--- src/rtl/count_param.sv ---
// count_param: parametrised loadable up/down counter with modulus, wrap or
// saturate limit mode, one-cycle terminal-count pulse and sticky overflow flag.
// Optional enable prescaler is built only when COUNT_PRESCALER_EN is defined.
module count_param #(
  parameter int unsigned WIDTH    = 6,
  parameter int unsigned MODULUS  = 64,
  parameter int unsigned PRESCALE = 4
) (
  input  logic             clk,
  input  logic             rst,
  input  logic [WIDTH-1:0] cntin,
  input  logic             load,
  input  logic             enable,
  input  logic             up_dn,
  input  logic             sat,
  input  logic             clr_ovf,
  output logic [WIDTH-1:0] cntout,
  output logic             tc,
  output logic             ovf
);

  localparam int unsigned      WP1   = WIDTH + 1;
  localparam logic [WIDTH-1:0] MAX_C = WIDTH'(MODULUS - 1);
  localparam logic [WIDTH:0]   MOD_C = WP1'(MODULUS);

  // Elaboration-time parameter legality check
  if (WIDTH < 2 || WIDTH > 16 || MODULUS < 2 || MODULUS > (32'd1 << WIDTH) ||
      PRESCALE < 2 || PRESCALE > 256) begin : g_param_err
    $error("count_param: illegal parameter combination");
  end

  logic [WIDTH-1:0] cnt_q, cnt_d;
  logic             tc_q, tc_d;
  logic             ovf_q, ovf_d;
  logic             step_c;
  logic             set_c;

`ifdef COUNT_PRESCALER_EN
  localparam int unsigned   PW   = $clog2(PRESCALE);
  localparam logic [PW-1:0] PMAX = PW'(PRESCALE - 1);

  logic [PW-1:0] pre_q, pre_d;

  // Prescaler: advance on enable, tick and restart at PRESCALE-1, clear on load
  always_comb begin
    pre_d  = pre_q;
    step_c = 1'b0;
    if (load) begin
      pre_d = '0;
    end else if (enable) begin
      if (pre_q == PMAX) begin
        pre_d  = '0;
        step_c = 1'b1;
      end else begin
        pre_d = pre_q + PW'(1);
      end
    end
  end

  // Prescaler state register
  always_ff @(posedge clk or negedge rst) begin
    if (!rst) pre_q <= '0;
    else      pre_q <= pre_d;
  end
`else
  // Without the prescaler every enabled cycle is a step
  assign step_c = enable;
`endif

  // Next-state: load beats step beats hold; limit events raise the overflow set
  always_comb begin
    cnt_d = cnt_q;
    tc_d  = 1'b0;
    set_c = 1'b0;
    if (load) begin
      if ({1'b0, cntin} < MOD_C) begin
        cnt_d = cntin;
      end else begin
        cnt_d = MAX_C;
        set_c = 1'b1;
      end
    end else if (step_c) begin
      if (up_dn) begin
        if (cnt_q == MAX_C) begin
          set_c = 1'b1;
          if (!sat) begin
            cnt_d = '0;
            tc_d  = 1'b1;
          end
        end else begin
          cnt_d = cnt_q + WIDTH'(1);
        end
      end else begin
        if (cnt_q == '0) begin
          set_c = 1'b1;
          if (!sat) begin
            cnt_d = MAX_C;
            tc_d  = 1'b1;
          end
        end else begin
          cnt_d = cnt_q - WIDTH'(1);
        end
      end
    end
    ovf_d = set_c | (ovf_q & ~clr_ovf);
  end

  // Output state registers
  always_ff @(posedge clk or negedge rst) begin
    if (!rst) begin
      cnt_q <= '0;
      tc_q  <= 1'b0;
      ovf_q <= 1'b0;
    end else begin
      cnt_q <= cnt_d;
      tc_q  <= tc_d;
      ovf_q <= ovf_d;
    end
  end

  assign cntout = cnt_q;
  assign tc     = tc_q;
  assign ovf    = ovf_q;

endmodule

--- config.mk ---
export PLATFORM = sky130hd
export DESIGN_NAME = count_param
export DESIGN_NICKNAME = d
export VERILOG_FILES = /design/src/rtl/count_param.sv
export SDC_FILE = /design/constraint.sdc
export NUM_CORES = 1
export LEC_CHECK = 0
export BUFFER_PORTS_ARGS = -buffer_cell sky130_fd_sc_hd__buf_2
export CORE_ASPECT_RATIO = 0.9
export CORE_MARGIN = 10
export CORE_UTILIZATION = 39
export DETAILED_ROUTE_END_ITERATION = 8
export HOLD_SLACK_MARGIN = 0.1
export PLACE_DENSITY = 0.72
export SLEW_MARGIN = 5
export SYNTH_ARGS = -nofsm -noshare
export SYNTH_HDL_FRONTEND = slang
export SYNTH_SLANG_ARGS = --single-unit
--- constraint.sdc ---
create_clock -name clk -period 5.6 [get_ports clk]
set_input_delay 0.56 -clock clk [delete_from_list [all_inputs] [get_ports clk]]
set_output_delay 0.56 -clock clk [all_outputs]
set_load 0.1 [all_outputs]
==> reports/qor.csv <==
metric;value;unit
status;completed;
cts.clk_slew.worst_paths;60;ps
ys_ff_latch;8;
synth_top_area_share;28.5;%
drtPass1Iterations;4;
yosysUniqueCellTypes;34;
worstMarginPinSlew;491;ps
ys_dominant_reg_cell;dfrtp_1;
synth_xor_area_share;1.25;%
route.detailed.drc;0;
hold_class;primary input to async pin;
worstSetupEndpointType;register;
antenna_found_initial;0;
drv_slew;0;
clkLatencyLatePin;260;ps
synth_top_family_by_area;compound AO/OA/AOI/OAI gates;
core;0.00170;mm2
critical_path.max_stage_delay;500;ps
synth_seq_area_share;28.5;%
setup_viol_count_final;0;
crit_chain;inv_1 > ha_1 > and2b_4 > a22o_4 > a21boi_4 > a21oi_1 > o31ai_2;
syn_to_final_growth;16.4;%
grt_pass1_vias;622;
ant_nets;0;
ys_warn_count;0;
cap_violations;0;
synth_mux_area_share;4.27;%
wl_per_cell;14.0;um
die_area;0.00390;mm2
synthSimpleGateAreaFrac;26.2;%
nNetsFinal;117;
num_antenna_cells;0;
synth_edf_count;0;
grt_first_pass_wirelength;2.90;mm
cp_top_family;compound AO/OA/AOI/OAI gates;
post_cts_resized;0;
gr-total-overflow;0;
drtIter0Drc;33;
cts.sinks;8;
yosysTopAreaCell;dfrtp_1;
cts.root.buffer_cell;clkbuf_4;
finalWirelength;1.72;mm
final_cell_mix;buf_2 (20), nand2_1 (12), a21oi_1 (8), dfrtp_1 (8), o21ai_1 (5);
die_h;60.3;um
syn_nets;97;
drive_gt1_share;31.3;%
die_w;64.8;um
rsz0062_at_grt;no;
powerDensity;268;mW/mm2
viasPerCell;5.28;
arrival;2220;ps
synthCells;81;
cts_tree;done;
grt_util_all_layers;9.65;%
async_flop_share;100;%
syn-cell-area;703;um2
hpwl;1.34;mm
layout_commonest_cell;buf_2;
irDropWorstVdd;0.128;mV
syn_avg_cell_area;8.68;um2
start_kind;register;
synthAdderAreaFrac;5.34;%
htreeDepth;1;
crit_buf_inv;1;
p_leak;0.000406;uW
cts_setup_buffers;0;
fin_skew;2.12;ps
ioPinCount;21;
slowest_stage;dfrtp_1;
path_class;register to register;
crit_fanout;10;
synthTopCellsByArea;dfrtp_1 (28%), nand2_1 (6.4%), a21oi_1 (5.7%), ha_1 (5.3%), mux2i_1 (4.3%);
cts_hold_buf;0;
cp.required;5770;ps
fin_crit_sh;36.7;%
synth-compound-area-share;27.0;%
period_needed;2050;ps
cts_made_buffers;3;
finalHoldViolations;0;
clock_path_buffers;2;
placementRows;14;
gp_congestion;0.931;
max_slew_margin;67.5;%
fin_setup_tns;0;ps
grt_max_degree;14;
vias;649;
port_buffers;20;
fmax;487;MHz
hold_slack;137;ps
start_util;41.4;%
[state kept, by name (all words and copies together) (netlist names)]
name and count:
tc 1, cntout 6, ovf 1
[per-stage QoR]
stage | std cells | setup WS [ps] | cell area [um2] | total power (uW) | util (%)
2_1_floorplan | 81 | 2980 | 703 | 158 | -
3_3_place_gp | 120 | 3660 | 796 | 173 | 46.8
3_5_place_dp | 120 | 3550 | 796 | 175 | 46.8
4_1_cts | 123 | 3540 | 818 | 222 | 48.2
5_1_grt | 123 | 3390 | 818 | 233 | 48.2
6_report | 123 | 3550 | 818 | 219 | 48.2
[cell families after synthesis]
logic type / after synthesis
AO/OA/AOI/OAI: 26
XOR/XNOR: 1
adder cells (fa/ha/maj): 3
buffers and inverters: 9
flip-flops: 8
multiplexers: 3
AND/OR/NAND/NOR: 31
[power breakdown]
group | total [uW] | internal [uW] | switching [uW]
logic | 96.3 | 28.1 | 68.2
registers | 76.6 | 63.1 | 13.5
clock network | 46.2 | 24.7 | 21.5
total | 219 | 116 | 103
[path summary, 6_finish.rpt]
kind                                        from               endpoint  slack [ps]  depth (start not counted)
min in group clk                         clr_ovf          ovf$_DFF_PN0_         470                          2
min                                          rst          ovf$_DFF_PN0_         140                          1
max                        cntout[0]$_DFFE_PN0P_  cntout[4]$_DFFE_PN0P_        3550                          7
max in group asynchronous                    rst  cntout[1]$_DFFE_PN0P_        5290                          1
min reg2reg                        ovf$_DFF_PN0_          ovf$_DFF_PN0_         530                          2
max reg2reg                cntout[0]$_DFFE_PN0P_  cntout[4]$_DFFE_PN0P_        3550                          7
[Yosys cell counts (3+ instances only)]
library cell  instances
a21oi_1               8
dfrtp_1               8
nand2_1              12
ha_1                  3
o21ai_1               5
nand3_1               4
inv_1                 4
mux2i_1               3
[per-layer routing]
metal	vias to the layer above	share of wire [%]	global-route usage, %
met1	299	43	11.2
met3	5	4.4	1.31
met2	16	49	15.4
met5	-	0	0
met4	0	3.6	8.23
li1	329	-	-
[cell type report]
class / count / area [um2]
Clock buffer: 3 / 22.5
Fill cell: 175 / 881
Inverter: 4 / 15.0
Multi-Input combinational cell: 64 / 450
Sequential cell: 8 / 200
Tap cell: 24 / 30.0
Timing Repair Buffer: 20 / 100
(Power assumes the default switching activity.)
